**src/rtl/draw_pkg.sv**
```systemverilog
// Shared definitions for the draw command path: sequencer states, raster
// lengths, item encodings and pixel colours.
package draw_pkg;

    typedef enum logic [2:0] {
        IDLE  = 3'd0,
        E_RST = 3'd1,
        ERASE = 3'd2,
        D_RST = 3'd3,
        DRAW  = 3'd4,
        DONE  = 3'd5
    } state_t;

    // Raster lengths in pixels (one pixel per clock): press 40x60, garbage 20x20.
    localparam int PRESS_PIXELS = 2400;
    localparam int GARB_PIXELS  = 400;

    localparam logic ITEM_PRESS = 1'b1;
    localparam logic ITEM_GARB  = 1'b0;

    // 3-bit RGB colours the draw stage paints with.
    localparam logic [2:0] COLOUR_WHITE = 3'b111;
    localparam logic [2:0] COLOUR_BLACK = 3'b000;

    // Colour the draw stage uses for a pass, given the erase control.
    function automatic logic [2:0] pass_colour(input logic erase_pass);
        return erase_pass ? COLOUR_BLACK : COLOUR_WHITE;
    endfunction

endpackage

```
**src/rtl/pass_counter.sv**
```systemverilog
// Down-counter that times one raster pass: loaded with N-1, decremented once
// per pixel, and flags zero on the last pixel. Holds at zero, never wraps.
module pass_counter #(
    parameter int CNT_W = 12
) (
    input  logic             clk,
    input  logic             reset_n,
    input  logic             load,
    input  logic [CNT_W-1:0] load_val,
    input  logic             dec_en,
    output logic             zero
);

    logic [CNT_W-1:0] count;

    // Load has priority; the decrement stops at zero so the count cannot wrap.
    always_ff @(posedge clk) begin
        if (!reset_n) begin
            count <= '0;
        end else if (load) begin
            count <= load_val;
        end else if (dec_en && (count != '0)) begin
            count <= count - CNT_W'(1);
        end
    end

    assign zero = (count == '0);

endmodule

```
**src/rtl/draw_sequencer.sv**
```systemverilog
// Command stage in front of the pixel-raster draw stage. Takes one place-item
// request, erases that item type's previous image (if any), draws the new one,
// and pulses done when finished. History is kept per item type.
module draw_sequencer #(
    parameter int PRESS_PIXELS = draw_pkg::PRESS_PIXELS,
    parameter int GARB_PIXELS  = draw_pkg::GARB_PIXELS,
    parameter int CNT_W        = 12
) (
    input  logic       clk,
    input  logic       reset_n,
    input  logic       req_valid,
    output logic       req_ready,
    input  logic       req_item,
    input  logic [2:0] req_pos,
    output logic       item,
    output logic       erase,
    output logic [2:0] position,
    output logic       draw_rst_n,
    output logic       busy,
    output logic       done
);

    import draw_pkg::*;

    localparam logic [CNT_W-1:0] PRESS_LOAD = CNT_W'(PRESS_PIXELS - 1);
    localparam logic [CNT_W-1:0] GARB_LOAD  = CNT_W'(GARB_PIXELS - 1);

    state_t     state;

    // Request fields captured at transfer; inputs are ignored afterwards.
    logic       cur_item;
    logic [2:0] cur_pos;

    // Per-type history: whether an image is on screen and where.
    logic       press_drawn;
    logic [2:0] press_last_pos;
    logic       garb_drawn;
    logic [2:0] garb_last_pos;

    logic             cnt_load;
    logic             cnt_dec;
    logic             cnt_zero;
    logic [CNT_W-1:0] cnt_load_val;

    assign req_ready = (state == IDLE);
    assign busy      = (state != IDLE);

    // The counter is loaded during each raster-reset cycle and runs during the pass.
    assign cnt_load     = (state == E_RST) || (state == D_RST);
    assign cnt_dec      = (state == ERASE) || (state == DRAW);
    assign cnt_load_val = (cur_item == ITEM_PRESS) ? PRESS_LOAD : GARB_LOAD;

    pass_counter #(
        .CNT_W(CNT_W)
    ) u_pass_counter (
        .clk      (clk),
        .reset_n  (reset_n),
        .load     (cnt_load),
        .load_val (cnt_load_val),
        .dec_en   (cnt_dec),
        .zero     (cnt_zero)
    );

    // Sequencer FSM with registered draw-stage controls and history update.
    always_ff @(posedge clk) begin
        if (!reset_n) begin
            state          <= IDLE;
            item           <= ITEM_GARB;
            erase          <= 1'b1;
            position       <= 3'd0;
            draw_rst_n     <= 1'b0;
            done           <= 1'b0;
            press_drawn    <= 1'b0;
            press_last_pos <= 3'd0;
            garb_drawn     <= 1'b0;
            garb_last_pos  <= 3'd0;
        end else begin
            done <= 1'b0;
            case (state)
                IDLE: begin
                    if (req_valid) begin
                        cur_item   <= req_item;
                        cur_pos    <= req_pos;
                        item       <= req_item;
                        draw_rst_n <= 1'b0;
                        if ((req_item == ITEM_PRESS) ? press_drawn : garb_drawn) begin
                            // Previous image exists: black it out at its old slot first.
                            state    <= E_RST;
                            erase    <= 1'b1;
                            position <= (req_item == ITEM_PRESS) ? press_last_pos
                                                                 : garb_last_pos;
                        end else begin
                            state    <= D_RST;
                            erase    <= 1'b0;
                            position <= req_pos;
                        end
                    end
                end
                E_RST: begin
                    state      <= ERASE;
                    draw_rst_n <= 1'b1;
                end
                ERASE: begin
                    if (cnt_zero) begin
                        state      <= D_RST;
                        draw_rst_n <= 1'b0;
                        erase      <= 1'b0;
                        position   <= cur_pos;
                    end
                end
                D_RST: begin
                    state      <= DRAW;
                    draw_rst_n <= 1'b1;
                end
                DRAW: begin
                    if (cnt_zero) begin
                        // Return the draw stage to its idle, black, held-in-reset state.
                        state      <= DONE;
                        done       <= 1'b1;
                        item       <= ITEM_GARB;
                        erase      <= 1'b1;
                        position   <= 3'd0;
                        draw_rst_n <= 1'b0;
                    end
                end
                DONE: begin
                    state <= IDLE;
                    if (cur_item == ITEM_PRESS) begin
                        press_drawn    <= 1'b1;
                        press_last_pos <= cur_pos;
                    end else begin
                        garb_drawn    <= 1'b1;
                        garb_last_pos <= cur_pos;
                    end
                end
                default: begin
                    state <= IDLE;
                end
            endcase
        end
    end

endmodule

```
**config.mk**
```make
export PLATFORM = sky130hd
export DESIGN_NAME = draw_sequencer
export DESIGN_NICKNAME = d
export VERILOG_FILES = /design/src/rtl/draw_pkg.sv /design/src/rtl/pass_counter.sv /design/src/rtl/draw_sequencer.sv
export SDC_FILE = /design/constraint.sdc
export NUM_CORES = 1
export LEC_CHECK = 0
export BUFFER_PORTS_ARGS = -buffer_cell sky130_fd_sc_hd__buf_4
export CAP_MARGIN = 20
export CORE_AREA = 2 2 84 86
export DETAILED_ROUTE_END_ITERATION = 7
export DIE_AREA = 0 0 86 88
export HOLD_SLACK_MARGIN = 0.06
export PLACE_DENSITY = 0.5
export SYNTH_ARGS = -nofsm -noshare
export SYNTH_HDL_FRONTEND = slang
export SYNTH_HIERARCHICAL = 1
export SYNTH_SLANG_ARGS = --single-unit
```
**constraint.sdc**
```tcl
create_clock -name clk -period 6.9 [get_ports clk]
set_clock_uncertainty 0.05 [all_clocks]
set_input_delay 0.69 -clock clk [delete_from_list [all_inputs] [get_ports clk]]
set_output_delay 0.69 -clock clk [all_outputs]
set_load 0.05 [all_outputs]
```
==> metrics.cfg, run 1 <==
[die]
dieArea_um2=7570
die_h_um=88
initial_core_util_pct=26.3
core_um2=6640
top_level_ports=16
fp-row-count=30
fp.dieW_um=86

[power_and_ir_drop]
p_int_uw=543
pwr-share-seq_pct=33.0
switchingPower_uw=349
powerDensity_nw_per_um2=428
pwr-share-clk_pct=25.6
p_sw_share_pct=39.2
leakagePower_uw=0.000782
p_total_uw=892
ir_worst_vdd_mv=0.139
comb_power_share_pct=41.4

[detailed_routing]
via_count=1396
post-route-drc-count=0
first_pass_iters=4
initialDrtViolationCount=42
antenna_left=0
avgViaCountPerCell=4.81
routed_wl_um=4040
wire_per_inst_um=13.9

[layout]
fin_nets=218
multi_input_area_um2=972
register_area_um2=721
drive_gt1_share_pct=16.2
fin_util_pct=31.3
layout_commonest_cell=dfxtp_1
syn_to_final_growth_pct=19.2
design_area_um2=2080
diodes=0
nFillCells=681
layout_common_cells=30 x dfxtp_1, 16 x o21ai_0, 15 x buf_4, 11 x mux2i_1, 9 x a21oi_1

[synth]
yosysSeqAreaShare_pct=41.3
synthArstFlopShare_pct=0
syn_inst=190
synth_ff_type=dfxtp_1
yosysWarnings=6
synth_edf_count=4
synth_seq_cells=34
syn_area_per_cell_um2=9.19
synth.cell_area_um2=1750
synth_cell_type_count=51

[grt]
antenna_found_initial=0
grt_pass1_vias=1411
grt_max_degree=30
track_usage_pct=11.9
grt_pass1_wl_um=6950
overflow=0

[clocking]
clock_latency_ns=0.28
clk_path_buf_depth=2
cts_num_sinks=34
cts_resized=0
cts_tree=yes
root_buffer=clkbuf_8
hold_buffers=0
htreeDepth=2
cts_buffers=5
clk_pin_slew_ns=0.07
cts_setup_buffers=0

[timing]
grt_setup_unrepaired=no
setup_viol=0
max_freq_mhz=373
finalHoldViolCount=0
layout_setup_ws_ns=4.22
relSlewSlack_pct=44.8
finalCritPeriodShare_pct=38.8
tns_ns=0
min_period_ns=2.68
drv_slew=0
worstMarginPinSlew_ns=0.824

[placed_design]
postPlaceCellArea_um2=1940
place.port_buffers=15
place.gp.congestion=0.736
dp_hpwl_um=2900
place_ws_ns=4.22

[min_path]
whs_path_depth=2
hp-start=item
hold_class=reg2reg

[setup_path]
critPathLaunch=u_pass_counter/count[4]
regToRegStartpoint=u_pass_counter/count[4]
criticalPathCategory=reg2reg
rr_worst_depth=6
required_ns=7.06
arrival_ns=2.85
cp_max_fo=11
critPathLaunchType=flip-flop
cp-end-kind=flip-flop

[outcome]
outcome=completed

[flow_run]
drv_cap=0

## per-stage QoR
step / hold slack, ns / instances
floorplan: 0.420 / 196
global placement: 0.420 / 282
detailed placement: 0.413 / 282
CTS: 0.430 / 290
global route: 0.476 / 290
finish: 0.429 / 290
## layer usage
| layer | up-vias | wire, um | track usage, % |
|---|---|---|---|
| li1 | 731 | - | - |
| met3 | 7 | 107 | 2.83 |
| met4 | 0 | 60 | 4.76 |
| met2 | 18 | 1900 | 18.7 |
| met5 | - | 0 | 0 |
| met1 | 640 | 1970 | 15.8 |
## power by group through the flow
stage / registers (uW) / clock network [uW] / logic, uW
2_1_floorplan: 311 / 0 / 274
3_3_place_gp: 299 / 0 / 368
3_5_place_dp: 299 / 0 / 370
4_1_cts: 294 / 234 / 372
5_1_grt: 305 / 245 / 415
6_report: 294 / 229 / 369
## cell usage after synthesis (2+ instances only)
master / number / area, um2
a21oi_1: 9 / 45.0
a31oi_1: 7 / 43.8
and2_1: 2 / 12.5
clkbuf_1: 6 / 22.5
conb_1: 2 / 7.51
dfxtp_1: 30 / 601
edfxtp_1: 4 / 120
ha_1: 2 / 25.0
inv_1: 7 / 26.3
inv_2: 2 / 7.51
mux2_2: 4 / 45.0
mux2i_1: 11 / 110
nand2_1: 8 / 30.0
nand2b_1: 6 / 37.5
nand3_1: 5 / 25.0
nor2_1: 4 / 15.0
nor2b_1: 8 / 50.1
nor3b_1: 3 / 22.5
nor4_1: 5 / 31.3
o211ai_1: 3 / 22.5
o21ai_0: 16 / 80.1
o21ai_1: 2 / 10.0
o22ai_1: 2 / 12.5
o311a_1: 2 / 20.0
o31a_1: 4 / 35.0
o31ai_1: 4 / 30.0
or2_1: 2 / 12.5
or3_1: 2 / 12.5
or4_1: 5 / 37.5
xnor2_1: 2 / 17.5
## flip-flops by register name, summed over array words and instances, names as in the netlist
name / cells
garb_last_pos: 3
cur_pos: 3
position: 3
press_drawn: 1
erase: 1
draw_rst_n: 1
item: 1
press_last_pos: 3
garb_drawn: 1
done: 1
state: 3
cur_item: 1
u_pass_counter/count: 12
## cell families (layout without fill, tap and decap cells)
group | Yosys count | count (layout) | synth area share (%)
buffers and inverters | 18 | 32 | 4.37
and+or+nand+nor | 61 | 61 | 22.1
other | 2 | 8 | 0.430
xor gates and xnor gates | 2 | 2 | 1.00
muxes | 15 | 15 | 8.88
DFF | 34 | 34 | 41.3
AOI/OAI and AO/OA | 56 | 56 | 20.5
adders and majority gates | 2 | 2 | 1.43
## worst max-delay path, stage by stage, from the launching register on
cell	delay, ns
dfxtp_1	0.36
or4_1	0.69
nor3_2	0.62
nand3b_1	0.30
o22ai_2	0.31
o21ai_0	0.12
a31oi_1	0.15
## final cells by class
| class | count | share of cell area (%) |
|---|---|---|
| Tap cell | 80 | 4.81 |
| Timing Repair Buffer | 15 | 5.41 |
| Clock inverter | 2 | 2.88 |
| Multi-Input combinational cell | 144 | 46.7 |
| Inverter | 9 | 1.62 |
| Sequential cell | 34 | 34.6 |
| Clock buffer | 6 | 3.97 |
## worst paths after layout
check           endpoint  slack [ns]
min reg2reg         item        0.43
min                 item        0.43
max          position[1]        4.22
max reg2reg  position[1]        4.22
No activity file was read; power rests on OpenSTA's default activity.
==> run 2, diff against run 1 <==
Settings changed: PLACE_DENSITY 0.5 to 0.51.
Clock period 6.9 ns to 2.3 ns, I/O delays scaled along.
==> metrics.cfg, run 2 (synthesis results as in run 1) <==
[timing]
min_period_ns=2.17  ; -0.508 ns
max_freq_mhz=460  ; +23%
setup_viol=0  ; unchanged
finalHoldViolCount=0  ; unchanged
finalCritPeriodShare_pct=94.5  ; +56 points
hold-worst-slack_ns=0.0767  ; -0.352 ns
tns_ns=0  ; unchanged
drv_slew=0  ; unchanged

[flow_run]
drv_cap=0  ; unchanged

[placed_design]
place.port_buffers=15  ; unchanged
postPlaceCellArea_um2=2010  ; +3.9%
place.gp.congestion=0.777  ; +5.6%
dp_hpwl_um=3090  ; +6.6%

[power_and_ir_drop]
powerDensity_nw_per_um2=1280  ; +200%
comb_power_share_pct=48.7  ; +7.3 points
leakagePower_uw=0.000822  ; +5.1%
switchingPower_uw=1140  ; +230%
ir_worst_vdd_mv=0.477  ; +240%
p_sw_share_pct=41.3  ; +2.2 points
pwr-share-clk_pct=20.8  ; -4.8 points
pwr-share-seq_pct=30.5  ; -2.5 points
p_int_uw=1620  ; +200%

[clocking]
htreeDepth=2  ; unchanged
root_buffer=clkbuf_8
clock_latency_ns=0.29  ; about the same
clk_path_buf_depth=2  ; unchanged
clk_pin_slew_ns=0.08  ; about the same
cts_buffers=5  ; unchanged
cts_tree=yes
cts_num_sinks=34  ; unchanged

[die]
top_level_ports=16  ; unchanged
initial_core_util_pct=26.3  ; unchanged
die_h_um=88  ; unchanged
dieArea_um2=7570  ; unchanged
fp-row-count=30  ; unchanged
core_um2=6640  ; unchanged
fp.dieW_um=86  ; unchanged

[detailed_routing]
wire_per_inst_um=14.3  ; +2.5%
via_count=1498  ; +7.3%
antenna_left=0  ; unchanged
post-route-drc-count=0  ; unchanged
avgViaCountPerCell=4.98  ; +3.4%
first_pass_iters=4  ; unchanged
initialDrtViolationCount=71  ; +69%
routed_wl_um=4290  ; +6.3%

[layout]
layout_common_cells=30 x dfxtp_1, 26 x buf_4, 16 x o21ai_0, 10 x mux2i_1, 9 x a21oi_1
nFillCells=706  ; +3.7%
fin_util_pct=32.4  ; +1.0 points
drive_gt1_share_pct=21.3  ; +5.1 points
design_area_um2=2150  ; +3.2%
fin_nets=229  ; +5.0%
diodes=0  ; unchanged
syn_to_final_growth_pct=23.1
layout_commonest_cell=dfxtp_1
regMostFlops=u_pass_counter/count
largest_reg_flops=12  ; unchanged

[outcome]
outcome=completed

[setup_path]
arrival_ns=2.34  ; -0.51 ns
required_ns=2.47  ; -4.59 ns
criticalPathCategory=reg2reg
cp-end-kind=flip-flop
critPathLaunchType=flip-flop
cp_max_fo=7  ; -4

[min_path]
hold_class=in2reg

[grt]
grt_max_degree=30  ; unchanged
antenna_found_initial=0  ; unchanged
grt_pass1_vias=1449  ; +2.7%
track_usage_pct=12.4  ; +0.49 points
overflow=0  ; unchanged
grt_pass1_wl_um=7220  ; +3.9%

[run 2: repair_timing]
action / CTS / global route
hold buffers: 0 / 0
resized for setup: 0 / 3
setup endpoints to repair: 0 / 6
buffers inserted: 0 / 1
[run 2: cell type report]
cell class	instances	area [um2]	area share (%)
multi-input combinational	144	986	45.9
inverter	9	33.8	1.57
timing repair buffer	26	195	9.08
clock inverter	3	45.0	2.10
sequential	34	721	33.5
tap	80	100	4.66
clock buffer	5	68.8	3.20
[run 2: power by group through the flow]
stage	clock, uW	combinational [uW]	sequential, uW
6_report	573	1340	840
3_5_place_dp	0	1290	852
4_1_cts	590	1290	839
2_1_floorplan	0	823	932
5_1_grt	612	1490	862
3_3_place_gp	0	1280	853
[run 2: worst max-delay path, stage by stage, from the launching register on]
cell and delay, ns:
dfxtp_1 0.36, or4_1 0.63, buf_4 0.21, or2_0 0.21
or4_1 0.47, a31oi_1 0.18
[run 2: per-stage QoR]
step	instances	power (uW)	setup slack (ns)
after floorplan	196	1760	0.0297
after global placement	292	2130	0.155
after detailed placement	292	2140	0.106
after CTS	300	2720	0.0906
after global routing	301	2970	-0.000868
final	301	2760	0.128
[run 2: worst paths after layout]
kind | startpoint | endpoint | slack, ns | cells past startpoint
max | u_pass_counter/count[5] | u_pass_counter/count[9] | 0.13 | 5
min | req_pos[1] | cur_pos[1] | 0.08 | 1
max reg2reg | u_pass_counter/count[5] | u_pass_counter/count[9] | 0.13 | 5
min reg2reg | item | item | 0.42 | 2
[run 2: layer usage]
layer	GRT usage, %	up-vias	wire (um)
met5	0	-	0
met4	3.90	0	40
met3	2.73	4	146
met2	21.0	28	2070
met1	15.8	710	2040
li1	-	756	-
==> run 3, diff against run 2 <==
Settings changed: BUFFER_PORTS_ARGS -buffer_cell sky130_fd_sc_hd__buf_4 to default, CORE_AREA 2 2 84 86 to 2 2 59 61, DIE_AREA 0 0 86 88 to 0 0 61 63, DONT_BUFFER_PORTS from default to 1, PLACE_DENSITY 0.51 to 0.8, SYNTH_HIERARCHICAL 1 to default.
==> metrics.cfg, run 3 <==
[layout]
diodes=0  ; unchanged
regMostFlops=u_pass_counter.count
drive_gt1_share_pct=11.0  ; -10 points
layout_common_cells=30 x dfxtp_1, 26 x nor2_1, 16 x mux2i_1, 12 x nand2_1, 11 x nand4_1
fin_nets=208  ; -9.2%
syn_to_final_growth_pct=9.14
layout_commonest_cell=dfxtp_1
fin_util_pct=58.7  ; +26 points
nFillCells=269  ; -62%
largest_reg_flops=12  ; unchanged

[setup_path]
crit_buf_inv=0  ; -1
cp_max_fo=8  ; +1
crit_chain=nor4_4, nand3_4, a21oi_2, mux2i_1, nand2_1
critPathLaunchType=flip-flop
rr_worst_depth=5  ; unchanged
required_ns=2.48  ; about the same
r2r_slack_ns=0.33  ; +0.21 ns
criticalPathCategory=reg2reg
cpMaxStageDelayCell=nor4_4
cp-end-kind=flip-flop
cp_slowest_stage_delay_ns=0.50  ; -0.13 ns
arrival_ns=2.15  ; -0.19 ns
r2r_end=erase
regToRegStartpoint=u_pass_counter.count[2]
worst_path_dominant_cell_family=simple AND/OR/NAND/NOR gates

[die]
fp.dieW_um=61  ; -29%
die_h_um=63  ; -28%
fp-row-count=21  ; -30%
initial_core_util_pct=53.8  ; +27 points
core_um2=3230  ; -51%
top_level_ports=16  ; unchanged
dieArea_um2=3840  ; -49%

[timing]
relSlewSlack_pct=65.1
layout_setup_ws_ns=0.334  ; +0.206 ns
hold-worst-slack_ns=0.0845  ; +0.00781 ns
tns_ns=0  ; unchanged
max_freq_mhz=509  ; +10%
setup_viol=0  ; unchanged
finalCritPeriodShare_pct=85.5  ; -9.0 points
worstMarginPinSlew_ns=0.523
grt_setup_unrepaired=no
finalHoldViolCount=0  ; unchanged
min_period_ns=1.97  ; -0.206 ns
drv_slew=0  ; unchanged

[detailed_routing]
avgViaCountPerCell=5.78  ; +16%
initialDrtViolationCount=76  ; +7.0%
via_count=1423  ; -5.0%
first_pass_iters=4  ; unchanged
routed_wl_um=3630  ; -15%
antenna_left=0  ; unchanged
wire_per_inst_um=14.8  ; +3.5%
post-route-drc-count=0  ; unchanged

[synth]
synth_area_leaders=dfxtp_1 35%, mux2i_1 9.2%, edfxtp_1 6.9%
synth_cell_type_count=45  ; -12%
synth_ff_type=dfxtp_1
yosysSeqAreaShare_pct=41.5  ; +0.21 points
synth_edf_count=4  ; unchanged
yosysWarnings=0  ; -6
yosysTopAreaCellShare_pct=34.6  ; +0.17 points
syn_inst=194  ; +2.1%
synthArstFlopShare_pct=0  ; unchanged
synth_common_cells=30 x dfxtp_1, 26 x nor2_1, 16 x mux2i_1, 12 x nand2_1, 11 x nand4_1
synth_seq_cells=34  ; unchanged
yosysMostFrequentCell=dfxtp_1
synth.cell_area_um2=1740  ; -0.50%
syn_area_per_cell_um2=8.96  ; -2.6%
synth_nets=203
yosysTopAreaCell=dfxtp_1

[grt]
overflow=0  ; unchanged
track_usage_pct=22.7  ; +10 points
grt_pass1_wl_um=6510  ; -9.8%
grt_pass1_vias=1353  ; -6.6%
antenna_found_initial=0  ; unchanged
grt_max_degree=21  ; -30%

[clocking]
clock_latency_ns=0.34  ; +0.05 ns
clk_pin_slew_ns=0.10  ; +0.02 ns
htreeDepth=2  ; unchanged
cts_num_sinks=34  ; unchanged
clk_path_buf_depth=2  ; unchanged
cts_buffers=5  ; unchanged
cts_setup_buffers=0  ; unchanged
cts_tree=yes
root_buffer=clkbuf_4

[power_and_ir_drop]
leakagePower_uw=0.000717  ; -13%
p_int_uw=1340  ; -17%
powerDensity_nw_per_um2=1310  ; +1.9%
p_sw_share_pct=45.8  ; +4.5 points
comb_power_share_pct=42.3  ; -6.4 points
pwr-share-clk_pct=13.9  ; -6.9 points
ir_worst_vdd_mv=0.822  ; +72%
switchingPower_uw=1140  ; -0.34%
pwr-share-seq_pct=43.7  ; +13 points

[placed_design]
place.port_buffers=0  ; -15
place_ws_ns=0.223  ; +0.116 ns
place.gp.congestion=0.839  ; +7.9%
dp_hpwl_um=2510  ; -19%

[flow_run]
drv_cap=0  ; unchanged

[min_path]
hp-start=req_valid
whs_endpoint=item
whs_path_depth=3  ; +2
hold_class=in2reg

[outcome]
outcome=completed

run 3: changes by cell type after synthesis, sizes merged, moves of 4 or more:
cell,delta
nand2,+4
or4,-5
o31a,-4
nor2,+23
o21ai,-13
xor2,+7
nor2b,-6
nand4,+11
nand2b,-5
nor3,+5
a211oi,+5
mux2i,+5
run 3: cell type report:
cell class	instances	area (um2)	share of cell area, %
clock inverter	1	5.00	0.264
sequential	34	721	38.0
inverter	8	30.0	1.58
tap	46	57.6	3.03
clock buffer	7	55.1	2.90
timing repair buffer	10	90.1	4.75
multi-input combinational	140	938	49.5
run 3: what timing repair did:
item | 4_1_cts | 5_1_grt
hold buffers | 6 | 0
setup endpoints to repair | 0 | 2
resized for setup | 0 | 1
endpoints found under the hold margin | 15 | 0
run 3: how the worst max path moves through the flow:
| stage | start | slack (ns) | cells after the start | end |
|---|---|---|---|---|
| final | u_pass_counter.count[2] | 0.33 | 5 | erase |
| after global routing | u_pass_counter.count[2] | 0.15 | 5 | erase |
| after CTS | u_pass_counter.count[0] | 0.19 | 7 | position[0] |
| after detailed placement | u_pass_counter.count[0] | 0.22 | 7 | position[0] |
| after global placement | u_pass_counter.count[0] | 0.37 | 7 | erase |
| after floorplan | state[1] | 0.13 | 5 | cur_item |
run 3: worst reg2reg max path: stages (launching register included):
cell and delay, ns:
dfxtp_1 0.39, nor4_4 0.50, nand3_4 0.18, a21oi_2 0.39
mux2i_1 0.27, nand2_1 0.07
run 3: per-layer routing:
| metal | track usage (%) | wire, um | up-vias |
|---|---|---|---|
| met3 | 7.04 | 208 | 6 |
| li1 | - | - | 701 |
| met1 | 30.8 | 1650 | 668 |
| met5 | 0 | 0 | - |
| met4 | 7.88 | 55 | 0 |
| met2 | 33.9 | 1720 | 48 |
run 3: cells by family (layout without fill, tap and decap cells):
logic type / Yosys count / count (layout) / synth area share (%)
AOI/OAI and AO/OA: 33 / 33 / 12.9
xor gates and xnor gates: 8 / 8 / 4.03
adders and majority gates: 2 / 2 / 1.44
buffers and inverters: 20 / 26 / 5.11
DFF: 34 / 34 / 41.5
muxes: 17 / 17 / 9.86
and+or+nand+nor: 80 / 80 / 25.2
run 3: power by group through the flow:
stage	clock, uW	sequential, uW	combinational (uW)
2_1_floorplan	0	1020	904
3_3_place_gp	0	1090	1000
3_5_place_dp	0	1090	1020
4_1_cts	354	1080	1040
5_1_grt	381	1120	1180
6_report	345	1080	1050
run 3: stage by stage:
| step | area, um2 | std cells | total power, uW |
|---|---|---|---|
| floorplan | 1740 | 194 | 1930 |
| global placement | 1770 | 232 | 2090 |
| detailed placement | 1770 | 232 | 2110 |
| CTS | 1890 | 246 | 2470 |
| global route | 1900 | 246 | 2680 |
| finish | 1900 | 246 | 2480 |
